==> src/rtl/fifo_pkg.sv <==
// Shared FIFO constants, read-mode enum and pointer wrap helper.
// Imported by the pointer controller, the FIFO top and its interface users.
package fifo_pkg;

    localparam int DEF_DATA_WIDTH = 32;
    localparam int DEF_DEPTH      = 3;

    typedef enum logic {
        READ_REG  = 1'b0,
        READ_FWFT = 1'b1
    } read_mode_e;

    // Wrap by explicit compare so non-power-of-2 depths work.
    function automatic int next_ptr(input int ptr, input int depth);
        return (ptr == depth - 1) ? 0 : ptr + 1;
    endfunction

endpackage

==> src/rtl/sync_fifo_ctrl_if.sv <==
// Producer/consumer bundle for sync_fifo_ctrl.
// master: drives wr_data/wr_en/rd_en/clr_err; slave: the FIFO, drives status and read data.
interface sync_fifo_ctrl_if #(
    parameter int DATA_WIDTH = 32,
    parameter int CNT_WIDTH  = 2
);
    logic [DATA_WIDTH-1:0] wr_data;
    logic                  wr_en;
    logic                  rd_en;
    logic                  clr_err;
    logic [DATA_WIDTH-1:0] rd_data;
    logic                  rd_valid;
    logic                  full;
    logic                  empty;
    logic                  almost_full;
    logic                  almost_empty;
    logic [CNT_WIDTH-1:0]  count;
    logic                  overflow;
    logic                  underflow;

    modport master (
        output wr_data, wr_en, rd_en, clr_err,
        input  rd_data, rd_valid, full, empty,
        input  almost_full, almost_empty, count,
        input  overflow, underflow
    );

    modport slave (
        input  wr_data, wr_en, rd_en, clr_err,
        output rd_data, rd_valid, full, empty,
        output almost_full, almost_empty, count,
        output overflow, underflow
    );
endinterface

==> src/rtl/fifo_ptr_ctrl.sv <==
// Pointer, occupancy and flag control for sync_fifo_ctrl.
// Ports: clk, rst, wr_en/rd_en in; accept strobes, pointers, count, flags out.
module fifo_ptr_ctrl
    import fifo_pkg::*;
#(
    parameter int DEPTH      = DEF_DEPTH,
    parameter int AF_LEVEL   = DEPTH - 1,
    parameter int AE_LEVEL   = 1,
    parameter int ADDR_WIDTH = $clog2(DEPTH),
    parameter int CNT_WIDTH  = $clog2(DEPTH + 1)
) (
    input  logic                  clk,
    input  logic                  rst,
    input  logic                  wr_en,
    input  logic                  rd_en,
    output logic                  wr_accept,
    output logic                  rd_accept,
    output logic [ADDR_WIDTH-1:0] wr_ptr,
    output logic [ADDR_WIDTH-1:0] rd_ptr,
    output logic [CNT_WIDTH-1:0]  count,
    output logic                  full,
    output logic                  empty,
    output logic                  almost_full,
    output logic                  almost_empty
);

    assign full         = (count == CNT_WIDTH'(DEPTH));
    assign empty        = (count == '0);
    assign almost_full  = (int'(count) >= AF_LEVEL);
    assign almost_empty = (int'(count) <= AE_LEVEL);

    // A read on a full FIFO frees the slot for a same-cycle write;
    // a write into an empty FIFO never rescues a same-cycle read.
    assign rd_accept = rd_en && !empty;
    assign wr_accept = wr_en && (!full || rd_accept);

    always_ff @(posedge clk) begin
        if (rst) begin
            wr_ptr <= '0;
            rd_ptr <= '0;
            count  <= '0;
        end else begin
            if (wr_accept)
                wr_ptr <= ADDR_WIDTH'(next_ptr(int'(wr_ptr), DEPTH));
            if (rd_accept)
                rd_ptr <= ADDR_WIDTH'(next_ptr(int'(rd_ptr), DEPTH));
            case ({wr_accept, rd_accept})
                2'b10:   count <= count + 1'b1;
                2'b01:   count <= count - 1'b1;
                default: count <= count;
            endcase
        end
    end

endmodule

==> src/rtl/sync_fifo_ctrl.sv <==
// Single-clock FIFO: storage, read-data path (registered or FWFT) and sticky errors.
// Ports: clk, rst (sync, active-high), bus (sync_fifo_ctrl_if.slave).
module sync_fifo_ctrl
    import fifo_pkg::*;
#(
    parameter int         DATA_WIDTH = DEF_DATA_WIDTH,
    parameter int         DEPTH      = DEF_DEPTH,
    parameter int         AF_LEVEL   = DEPTH - 1,
    parameter int         AE_LEVEL   = 1,
    parameter read_mode_e FWFT       = READ_REG,
    parameter int         ADDR_WIDTH = $clog2(DEPTH),
    parameter int         CNT_WIDTH  = $clog2(DEPTH + 1)
) (
    input  logic             clk,
    input  logic             rst,
    sync_fifo_ctrl_if.slave  bus
);

    logic                  wr_accept;
    logic                  rd_accept;
    logic [ADDR_WIDTH-1:0] wr_ptr;
    logic [ADDR_WIDTH-1:0] rd_ptr;
    logic [CNT_WIDTH-1:0]  count;
    logic                  full;
    logic                  empty;
    logic                  almost_full;
    logic                  almost_empty;
    logic                  overflow;
    logic                  underflow;
    logic [DATA_WIDTH-1:0] mem [DEPTH];

    fifo_ptr_ctrl #(
        .DEPTH      (DEPTH),
        .AF_LEVEL   (AF_LEVEL),
        .AE_LEVEL   (AE_LEVEL),
        .ADDR_WIDTH (ADDR_WIDTH),
        .CNT_WIDTH  (CNT_WIDTH)
    ) u_ptr (
        .clk          (clk),
        .rst          (rst),
        .wr_en        (bus.wr_en),
        .rd_en        (bus.rd_en),
        .wr_accept    (wr_accept),
        .rd_accept    (rd_accept),
        .wr_ptr       (wr_ptr),
        .rd_ptr       (rd_ptr),
        .count        (count),
        .full         (full),
        .empty        (empty),
        .almost_full  (almost_full),
        .almost_empty (almost_empty)
    );

    // Storage is deliberately left out of reset.
    always_ff @(posedge clk) begin
        if (wr_accept)
            mem[wr_ptr] <= bus.wr_data;
    end

    // Set wins over clear when both happen in one cycle.
    always_ff @(posedge clk) begin
        if (rst) begin
            overflow  <= 1'b0;
            underflow <= 1'b0;
        end else begin
            overflow  <= (bus.wr_en && !wr_accept) || (overflow && !bus.clr_err);
            underflow <= (bus.rd_en && !rd_accept) || (underflow && !bus.clr_err);
        end
    end

    generate
        if (FWFT == READ_FWFT) begin : g_fwft
            assign bus.rd_data  = empty ? '0 : mem[rd_ptr];
            assign bus.rd_valid = !empty;
        end else begin : g_reg
            logic [DATA_WIDTH-1:0] rd_data_q;
            logic                  rd_valid_q;

            always_ff @(posedge clk) begin
                if (rst) begin
                    rd_data_q  <= '0;
                    rd_valid_q <= 1'b0;
                end else begin
                    rd_valid_q <= rd_accept;
                    if (rd_accept)
                        rd_data_q <= mem[rd_ptr];
                end
            end

            assign bus.rd_data  = rd_data_q;
            assign bus.rd_valid = rd_valid_q;
        end
    endgenerate

    assign bus.full         = full;
    assign bus.empty        = empty;
    assign bus.almost_full  = almost_full;
    assign bus.almost_empty = almost_empty;
    assign bus.count        = count;
    assign bus.overflow     = overflow;
    assign bus.underflow    = underflow;

endmodule

==> src/flat_wrapper.sv <==
// flat-port wrapper written by rule: the top's interface ports become plain ports
module sync_fifo_ctrl_flat import fifo_pkg::*;
#(
    parameter int         DATA_WIDTH = DEF_DATA_WIDTH,
    parameter int         DEPTH      = DEF_DEPTH,
    parameter int         AF_LEVEL   = DEPTH - 1,
    parameter int         AE_LEVEL   = 1,
    parameter read_mode_e FWFT       = READ_REG,
    parameter int         ADDR_WIDTH = $clog2(DEPTH),
    parameter int         CNT_WIDTH  = $clog2(DEPTH + 1)
)
  (clk, rst, bus_wr_data, bus_wr_en, bus_rd_en, bus_clr_err, bus_rd_data, bus_rd_valid, bus_full, bus_empty, bus_almost_full, bus_almost_empty, bus_count, bus_overflow, bus_underflow);
  sync_fifo_ctrl_if #(.DATA_WIDTH(DATA_WIDTH), .CNT_WIDTH(CNT_WIDTH)) bus_i ();
  input  logic clk;
  input  logic rst;
  input wire logic [$bits(bus_i.wr_data)-1:0] bus_wr_data;
  input wire logic [$bits(bus_i.wr_en)-1:0] bus_wr_en;
  input wire logic [$bits(bus_i.rd_en)-1:0] bus_rd_en;
  input wire logic [$bits(bus_i.clr_err)-1:0] bus_clr_err;
  output wire logic [$bits(bus_i.rd_data)-1:0] bus_rd_data;
  output wire logic [$bits(bus_i.rd_valid)-1:0] bus_rd_valid;
  output wire logic [$bits(bus_i.full)-1:0] bus_full;
  output wire logic [$bits(bus_i.empty)-1:0] bus_empty;
  output wire logic [$bits(bus_i.almost_full)-1:0] bus_almost_full;
  output wire logic [$bits(bus_i.almost_empty)-1:0] bus_almost_empty;
  output wire logic [$bits(bus_i.count)-1:0] bus_count;
  output wire logic [$bits(bus_i.overflow)-1:0] bus_overflow;
  output wire logic [$bits(bus_i.underflow)-1:0] bus_underflow;
  assign bus_i.wr_data = bus_wr_data;
  assign bus_i.wr_en = bus_wr_en;
  assign bus_i.rd_en = bus_rd_en;
  assign bus_i.clr_err = bus_clr_err;
  assign bus_rd_data = bus_i.rd_data;
  assign bus_rd_valid = bus_i.rd_valid;
  assign bus_full = bus_i.full;
  assign bus_empty = bus_i.empty;
  assign bus_almost_full = bus_i.almost_full;
  assign bus_almost_empty = bus_i.almost_empty;
  assign bus_count = bus_i.count;
  assign bus_overflow = bus_i.overflow;
  assign bus_underflow = bus_i.underflow;
  sync_fifo_ctrl #(.DATA_WIDTH(DATA_WIDTH), .DEPTH(DEPTH), .AF_LEVEL(AF_LEVEL), .AE_LEVEL(AE_LEVEL), .FWFT(FWFT), .ADDR_WIDTH(ADDR_WIDTH), .CNT_WIDTH(CNT_WIDTH)) u_core (.clk(clk), .rst(rst), .bus(bus_i));
endmodule
==> config.mk <==
export PLATFORM = sky130hd
export DESIGN_NAME = sync_fifo_ctrl_flat
export DESIGN_NICKNAME = d
export VERILOG_FILES = /design/src/rtl/fifo_pkg.sv /design/src/rtl/sync_fifo_ctrl_if.sv /design/src/rtl/fifo_ptr_ctrl.sv /design/src/rtl/sync_fifo_ctrl.sv /design/src/flat_wrapper.sv
export SDC_FILE = /design/constraint.sdc
export NUM_CORES = 1
export LEC_CHECK = 0
export ABC_CLOCK_PERIOD_IN_PS = 5500
export CAP_MARGIN = 20
export CORE_ASPECT_RATIO = 1.1
export CORE_MARGIN = 2
export CORE_UTILIZATION = 54
export DETAILED_ROUTE_END_ITERATION = 10
export PLACE_DENSITY_LB_ADDON = 0.08
export REMOVE_ABC_BUFFERS = 1
export SYNTH_ARGS = -nofsm -noshare
export SYNTH_HDL_FRONTEND = slang
export SYNTH_SLANG_ARGS = --single-unit
==> constraint.sdc <==
create_clock -name clk -period 5.5 [get_ports clk]
set_clock_uncertainty 0.1 [all_clocks]
set_input_delay 1.375 -clock clk [delete_from_list [all_inputs] [get_ports clk]]
set_output_delay 1.375 -clock clk [all_outputs]
set_load 0.05 [all_outputs]
==> impl_metrics.json, run 1 <==
{
  "drc": 0,
  "htree_levels": 4,
  "wl_mm": 9.76,
  "post_dp_cell_area_sq_mm": 0.00630,
  "avgSynthCellArea_sq_um": 15.1,
  "cp.arrival_ns": 2.16,
  "worst_setup_path_start_kind": "flop",
  "layout_setup_ws_ns": 1.86,
  "crit_type": "reg2out",
  "cts_buffers": 17,
  "detail-route-antenna-nets": 0,
  "tritoncts": "built",
  "clock-sinks": 137,
  "finalPower_mw": 2.73,
  "antenna_cells": 0,
  "min_path_type": "reg2reg",
  "fp.dieW_microns": 101,
  "post_cts_buffers": 0,
  "dpl.cell_count": 543,
  "drv_slew": 0,
  "hold_viol": 0,
  "worstSetupStartpoint": "u_core.u_ptr.count[0]$_SDFFE_PP0P_",
  "viasPerCell": 5.32,
  "tns_ns": 0,
  "ys_seq_elements": 137,
  "synth_common_cells": "edfxtp_1, dfxtp_1, nand2_1, nand2b_1, a21oi_1",
  "maxSlewHeadroom_pct": 40.8,
  "synth_edf_count": 96,
  "synthFlopType": "edfxtp_1",
  "fmax_mhz": 275,
  "ctsHoldBuffers": 0,
  "area_growth_pct": 24.7,
  "ff2ff_path_depth": 6,
  "rrSetupSlack_ns": 3.16,
  "r2r_start": "u_core.u_ptr.count[1]$_SDFFE_PP0P_",
  "syn_area_sq_mm": 0.00554,
  "yosys.area.top_type": "edfxtp_1",
  "ys_types": 34,
  "num_vias": 3063,
  "synth_top_area_share_pct": 52.1,
  "portBuffers": 77,
  "die_h_microns": 110,
  "dieArea_sq_mm": 0.0111,
  "fp-row-count": 38,
  "worstHoldStart": "u_core.bus.rd_data[1]$_SDFFE_PP0N_",
  "tightest_slew_ns": 0.888,
  "path_max_fanout": 5,
  "setup_viol": 0,
  "min_period_over_period_pct": 66.1,
  "overflow": 0,
  "post-place-ws_ns": 2.02,
  "wl_met2_mm": 5.01,
  "wl_met3_microns": 421,
  "peakVddDrop_v": 0.000212,
  "min_period_ns": 3.64,
  "leakagePower_nw": 2.31,
  "initial_utilization_pct": 55.7,
  "stdcell_count": 576,
  "path_cells": "inv_1 > ha_1 > or2_2 > clkdlybuf4s50_1",
  "synth_warnings": 0,
  "first_iter_violations": 119,
  "clockBufferDepth": 2,
  "rr_endpoint": "u_core.mem[1][27]$_DFFE_PP_",
  "drive_gt1_share_pct": 23.0,
  "yosysMostFrequentCell": "edfxtp_1",
  "core_sq_mm": 0.00994,
  "drv_cap": 0,
  "routabilityCongestion": 0.676,
  "cts_resized": 0,
  "fin_nets": 484,
  "grt_first_pass_wirelength_mm": 15.2,
  "grt_pass1_vias": 3105,
  "fin_util_pct": 69.4,
  "async_flop_share_pct": 0,
  "hold_depth": 2,
  "p_per_area_mw_per_mm2": 396,
  "wire_per_inst_microns": 16.9,
  "yosysSeqAreaShare_pct": 66.9,
  "rsz0062_at_grt": "no",
  "grt.total_usage_pct": 18.7,
  "wl_met1_mm": 4.28,
  "cp_slowest_stage_delay_ns": 0.70,
  "cts-root-buf": "clkbuf_8",
  "io_pins": 78,
  "endpoint_kind": "output pin",
  "crit_path_top_delay_cell": "clkdlybuf4s50_1",
  "dr.pass1.iters": 6,
  "synthTopCellsByArea": "edfxtp_1, dfxtp_1, mux2_4, o211ai_2, nand2b_1",
  "design_area_sq_mm": 0.00690,
  "grt_max_degree": 68,
  "antenna_found_initial": 0,
  "status": "finished clean",
  "dp_hpwl_mm": 5.49,
  "clock_latency_ns": 0.50,
  "required_ns": 4.03,
  "clkTransAtPathRegs_ns": 0.06,
  "hold_ws_ns": 0.348,
  "top_layer_used": "met4",
  "whs_endpoint": "u_core.bus.rd_data[1]$_SDFFE_PP0N_",
  "synthCells": 366
}
## worst max path at each step
stage | slack, ns | to | depth (start not counted)
2_1_floorplan | -0.32 | u_core.mem[1][0]$_DFFE_PP_ | 3
3_3_place_gp | 2.05 | u_core.mem[2][31]$_DFFE_PP_ | 5
3_5_place_dp | 2.02 | u_core.mem[2][31]$_DFFE_PP_ | 5
4_1_cts | 1.82 | bus_almost_full | 4
5_1_grt | 1.74 | bus_almost_full | 4
6_report | 1.86 | bus_almost_full | 4
## routing by layer
metal	global-route usage, %	vias up
met1	22.1	1477
met4	6.95	0
met3	5.67	5
met5	0	-
met2	32.3	84
li1	-	1497
## state kept, by name, summed over array words and instances (netlist names)
name / cells
u_core.bus.rd_data: 32
u_core.u_ptr.rd_ptr: 2
u_core.bus.overflow: 1
u_core.u_ptr.count: 2
u_core.bus.underflow: 1
u_core.bus.rd_valid: 1
u_core.u_ptr.wr_ptr: 2
u_core.mem: 96
## logic make-up after synthesis
group | Yosys count | share of synthesized area [%]
AO/OA/AOI/OAI | 75 | 11.3
flip-flops | 137 | 66.9
adder cells (fa/ha/maj) | 4 | 0.904
buffers and inverters | 29 | 3.87
multiplexers | 36 | 9.09
AND/OR/NAND/NOR | 85 | 7.89
## power breakdown
group | internal [mW] | switching (mW)
clock network | 0.687 | 0.390
logic | 0.176 | 0.258
registers | 1.18 | 0.0400
## layout by cell type, fill, tap and decap left out, types with 2 or more instances in the layout
master	netlist	routed
buf_4	1	3
nand2_1	36	36
clkinv_2	0	4
a21oi_2	5	5
ha_1	4	4
o211ai_2	27	27
mux2i_1	3	3
dfxtp_1	41	39
mux2_4	27	27
clkdlybuf4s50_1	0	76
edfxtp_1	96	96
o21ai_0	2	2
a21oi_1	30	30
nand3b_1	2	2
nor2_1	6	6
clkbuf_1	6	4
clkbuf_16	0	18
clkbuf_8	0	4
o211ai_1	6	6
nand2b_1	35	35
nor3b_2	0	2
inv_1	6	5
mux2_2	5	5
## layout make-up
type,count,area [sq um]
Sequential cell,137,3710
Multi-Input combinational cell,200,1630
Timing Repair Buffer,81,808
Tap cell,120,150
Inverter,6,22.5
Fill cell,708,3040
Clock buffer,26,520
Clock inverter,6,57.6
## critical path: cells and delay by family (launching register included)
family,cells,cell delay [ns]
buffers and inverters,2,0.80
adders and majority gates,1,0.19
and+or+nand+nor,1,0.26
DFF,1,0.40
Power figures use the tool's default switching activity.
==> run 2: changes to the inputs <==
ABC_CLOCK_PERIOD_IN_PS = 3550   (was 5500)
clock period = 3.55 ns   (was 5.5 ns; I/O delays follow)
==> impl_metrics.json, run 2 (synthesis gave the netlist of run 1 again) <==
{
  "min_path_type": "reg2reg",
  "tightest_slew_ns": 0.959,
  "ff2ff_path_depth": 6,
  "cts-root-buf": "clkbuf_8",
  "clock-sinks": 137,
  "post-place-ws_ns": 0.679,
  "rrSetupSlack_ns": 1.34,
  "viasPerCell": 5.28,
  "fin_nets": 487,
  "portBuffers": 77,
  "grt_pass1_vias": 3072,
  "drive_gt1_share_pct": 23.3,
  "tritoncts": "built",
  "rr_endpoint": "u_core.mem[1][13]$_DFFE_PP_",
  "dp_hpwl_mm": 5.58,
  "post_dp_cell_area_sq_mm": 0.00634,
  "htree_levels": 4,
  "cp.arrival_ns": 2.18,
  "drv_slew": 0,
  "whs_endpoint": "u_core.bus.rd_data[14]$_SDFFE_PP0N_",
  "antenna_cells": 0,
  "min_period_ns": 3.16,
  "setup_viol": 0,
  "worst_setup_path_start_kind": "flop",
  "dr.pass1.iters": 4,
  "leakagePower_nw": 2.32,
  "detail-route-antenna-nets": 0,
  "cts_resized": 0,
  "r2r_start": "u_core.u_ptr.count[1]$_SDFFE_PP0P_",
  "drv_cap": 0,
  "p_switching_mw": 1.05,
  "routabilityCongestion": 0.734,
  "p_per_area_mw_per_mm2": 604,
  "worstHoldStart": "u_core.bus.rd_data[14]$_SDFFE_PP0N_",
  "ctsHoldBuffers": 0,
  "min_period_over_period_pct": 89.1,
  "fmax_mhz": 316,
  "maxSlewHeadroom_pct": 36.1,
  "rsz0062_at_grt": "no",
  "dieArea_sq_mm": 0.0111,
  "p_seq_share_pct": 45.7,
  "io_pins": 78,
  "sw_frac_of_total_pct": 25.2,
  "design_area_sq_mm": 0.00690,
  "grt_first_pass_wirelength_mm": 15.3,
  "regMostFlops": "u_core.mem",
  "post_cts_buffers": 0,
  "internal-power_mw": 3.12,
  "initial_utilization_pct": 55.7,
  "overflow": 0,
  "required_ns": 2.56,
  "layout_setup_ws_ns": 0.386,
  "endpoint_kind": "output pin",
  "num_vias": 3059,
  "wire_per_inst_microns": 16.7,
  "wl_mm": 9.66,
  "drc": 0,
  "crit_type": "reg2out",
  "dpl.cell_count": 547,
  "stdcell_count": 579,
  "status": "finished clean",
  "hold_depth": 2,
  "hold_viol": 0,
  "clockPowerShare_pct": 38.2,
  "clock_latency_ns": 0.51,
  "fp.dieW_microns": 101,
  "cts_buffers": 17,
  "largest_reg_flops": 96,
  "finalPower_mw": 4.16,
  "clockBufferDepth": 2,
  "antenna_found_initial": 0,
  "clkTransAtPathRegs_ns": 0.06,
  "grt.total_usage_pct": 18.9,
  "die_h_microns": 110,
  "combinationalPowerShare_pct": 16.1,
  "fp-row-count": 38,
  "first_iter_violations": 139,
  "grt_max_degree": 68,
  "peakVddDrop_v": 0.000368,
  "final_common_cell": "edfxtp_1",
  "path_max_fanout": 5,
  "area_growth_pct": 24.6,
  "final_cell_mix": "edfxtp_1, clkdlybuf4s50_1, dfxtp_1, nand2_1, nand2b_1",
  "core_sq_mm": 0.00994
}
run 2: cell type report:
class | count | area, sq um
flip-flops and latches | 137 | 3710
fillers | 712 | 3040
multi-input cells | 200 | 1630
repair buffers | 84 | 831
clock buffers | 30 | 543
well taps | 120 | 150
inverters | 6 | 22.5
clock inverters | 2 | 10.0
run 2: worst max-delay path, cell delays in order (launching register included):
cell and delay, ns:
dfxtp_1 0.40, inv_1 0.11, ha_1 0.19, or2_2 0.27
clkdlybuf4s50_1 0.70
run 2: power by group through the flow:
stage	registers [mW]	logic [mW]	clock network, mW
6_report	1.90	0.669	1.59
5_1_grt	1.92	0.713	1.70
4_1_cts	1.90	0.678	1.63
3_5_place_dp	1.94	0.675	0
3_3_place_gp	1.93	0.665	0
2_1_floorplan	2.07	0.296	0
run 2: how the worst max path moves through the flow:
stage | start | to | slack, ns
5_1_grt | u_core.u_ptr.count[0]$_SDFFE_PP0P_ | bus_almost_full | 0.27
3_5_place_dp | bus_rd_en | u_core.mem[1][31]$_DFFE_PP_ | 0.68
3_3_place_gp | bus_rd_en | u_core.mem[1][31]$_DFFE_PP_ | 0.71
4_1_cts | u_core.u_ptr.count[0]$_SDFFE_PP0P_ | bus_almost_full | 0.34
2_1_floorplan | u_core.u_ptr.count[1]$_SDFFE_PP0P_ | u_core.mem[1][0]$_DFFE_PP_ | -2.24
6_report | u_core.u_ptr.count[0]$_SDFFE_PP0P_ | bus_almost_full | 0.39
run 2: stage by stage:
stage	utilization (%)	hold slack, ns	setup TNS (ns)
after CTS	69.4	0.352	0
after global placement	63.9	0.339	0
after floorplan	-	0.364	-153.89
final	69.4	0.351	0
after global routing	69.4	0.363	0
after detailed placement	63.9	0.344	0
run 2: routing by layer:
layer,vias to the layer above,GRT usage (%),part of all wire (%)
li1,1506,-,-
met1,1470,23.4,45
met2,72,31.6,50
met3,11,5.74,3.8
met4,0,7.14,1.1
met5,-,0,0
==> run 3: changes to the inputs <==
CORE_MARGIN = 1   (was 2)
GPL_TIMING_DRIVEN = 0   (was not set)
SLEW_MARGIN = 20   (was not set)
==> impl_metrics.json, run 3 (synthesis gave the netlist of run 1 again) <==
{
  "p_per_area_mw_per_mm2": 606,
  "post_cts_buffers": 0,
  "clkTransAtPathRegs_ns": 0.06,
  "crit_type": "in2reg",
  "min_path_type": "reg2reg",
  "wl_mm": 10.2,
  "clockBufferDepth": 2,
  "rsz0062_at_grt": "no",
  "wire_per_inst_microns": 17.4,
  "num_vias": 3149,
  "clock-sinks": 137,
  "fp-row-count": 38,
  "htree_levels": 4,
  "fmax_mhz": 291,
  "drc": 8,
  "die_h_microns": 108,
  "violations": "design-rule violations",
  "viasPerCell": 5.39,
  "status": "finished, violations left",
  "regMostFlops": "u_core.mem",
  "tritoncts": "built",
  "first_iter_violations": 185,
  "cts-root-buf": "clkbuf_8",
  "cp.arrival_ns": 3.55,
  "ff2ff_path_depth": 8,
  "antenna_cells": 0,
  "dr.pass1.iters": 7,
  "detail-route-antenna-nets": 0,
  "final_cell_mix": "edfxtp_1, clkdlybuf4s50_1, dfxtp_1, nand2_1, nand2b_1",
  "drive_gt1_share_pct": 24.6,
  "cts_buffers": 17,
  "drv_slew": 0,
  "peakVddDrop_v": 0.000360,
  "io_pins": 78,
  "cts_resized": 0,
  "hold_viol": 0,
  "grt.total_usage_pct": 20.5,
  "overflow": 0,
  "routabilityCongestion": 0.660,
  "largest_reg_flops": 96,
  "finalPower_mw": 4.24,
  "grt_pass1_vias": 3262,
  "tightest_slew_ns": 0.970,
  "portBuffers": 77,
  "area_growth_pct": 26.3,
  "grt_first_pass_wirelength_mm": 16.1,
  "leakagePower_nw": 2.37,
  "hold_depth": 2,
  "grt_max_degree": 41,
  "worst_setup_path_start_kind": "primary input",
  "fin_nets": 493,
  "dieArea_sq_mm": 0.0107,
  "core_sq_mm": 0.00994,
  "path_max_fanout": 19,
  "ctsHoldBuffers": 0,
  "drv_cap": 0,
  "initial_utilization_pct": 55.7,
  "fin_util_pct": 70.3,
  "dp_hpwl_mm": 6.12,
  "required_ns": 3.67,
  "clock_latency_ns": 0.51,
  "setup_viol": 0,
  "maxSlewHeadroom_pct": 35.3,
  "antenna_found_initial": 0,
  "endpoint_kind": "flop",
  "min_period_over_period_pct": 96.7,
  "n_fill_cell": 710,
  "final_common_cell": "edfxtp_1",
  "fp.dieW_microns": 98.5,
  "min_period_ns": 3.43
}
-- run 3: cell types whose count changed in the layout (fill, tap and decap cells not counted), moves of 2 or more --
cell       change
clkbuf_1       -3
clkinv_2       +3
buf_4          +3
bufinv_16      +2
clkbuf_8       -5
buf_12         +3
-- run 3: cell type report --
type,count,area (sq um),area share [%]
Clock inverter,9,97.6,1.40
Inverter,6,22.5,0.322
Timing Repair Buffer,90,913,13.1
Tap cell,120,150,2.15
Clock buffer,22,463,6.62
Multi-Input combinational cell,200,1630,23.4
Sequential cell,137,3710,53.1
-- run 3: worst max-delay path, stage by stage --
cell	delay (ns)
clkdlybuf4s50_1	0.52
nor2b_4	0.62
o21ai_0	0.30
nor3b_2	0.55
buf_4	0.28
buf_4	0.20
buf_4	0.18
-- run 3: routing by layer --
layer  global-route usage (%)  routed length [microns]  up-vias
li1                         -                        -     1512
met1                     23.5                     4330     1571
met2                     37.1                     5430       61
met3                     4.78                      309        5
met4                     8.64                       86        0
met5                        0                        0        -
-- run 3: power breakdown --
group,internal [mW],switching [mW],total [mW]
Combinational,0.287,0.393,0.680
Sequential,1.83,0.0746,1.90
Clock,1.04,0.612,1.65
Total,3.16,1.08,4.24
-- run 3: through the flow --
step	setup TNS [ns]	hold slack [ns]	cells	area, sq um	setup slack (ns)
after floorplan	-153.89	0.364	343	5340	-2.24
after global placement	-368.28	0.337	540	6260	-4.82
after detailed placement	-8.39	0.343	553	6430	-0.425
after CTS	0	0.351	584	6990	0.112
after global routing	0	0.370	584	6990	0.0193
final	0	0.347	584	6990	0.118
-- run 3: worst paths after layout --
kind,from,endpoint,slack [ns]
worst min register to register,u_core.bus.rd_data[16]$_SDFFE_PP0N_,u_core.bus.rd_data[16]$_SDFFE_PP0N_,0.35
worst min-delay path,u_core.bus.rd_data[16]$_SDFFE_PP0N_,u_core.bus.rd_data[16]$_SDFFE_PP0N_,0.35
worst max-delay path,bus_rd_en,u_core.mem[2][13]$_DFFE_PP_,0.12
worst max register to register,u_core.u_ptr.count[0]$_SDFFE_PP0P_,u_core.mem[2][13]$_DFFE_PP_,0.27
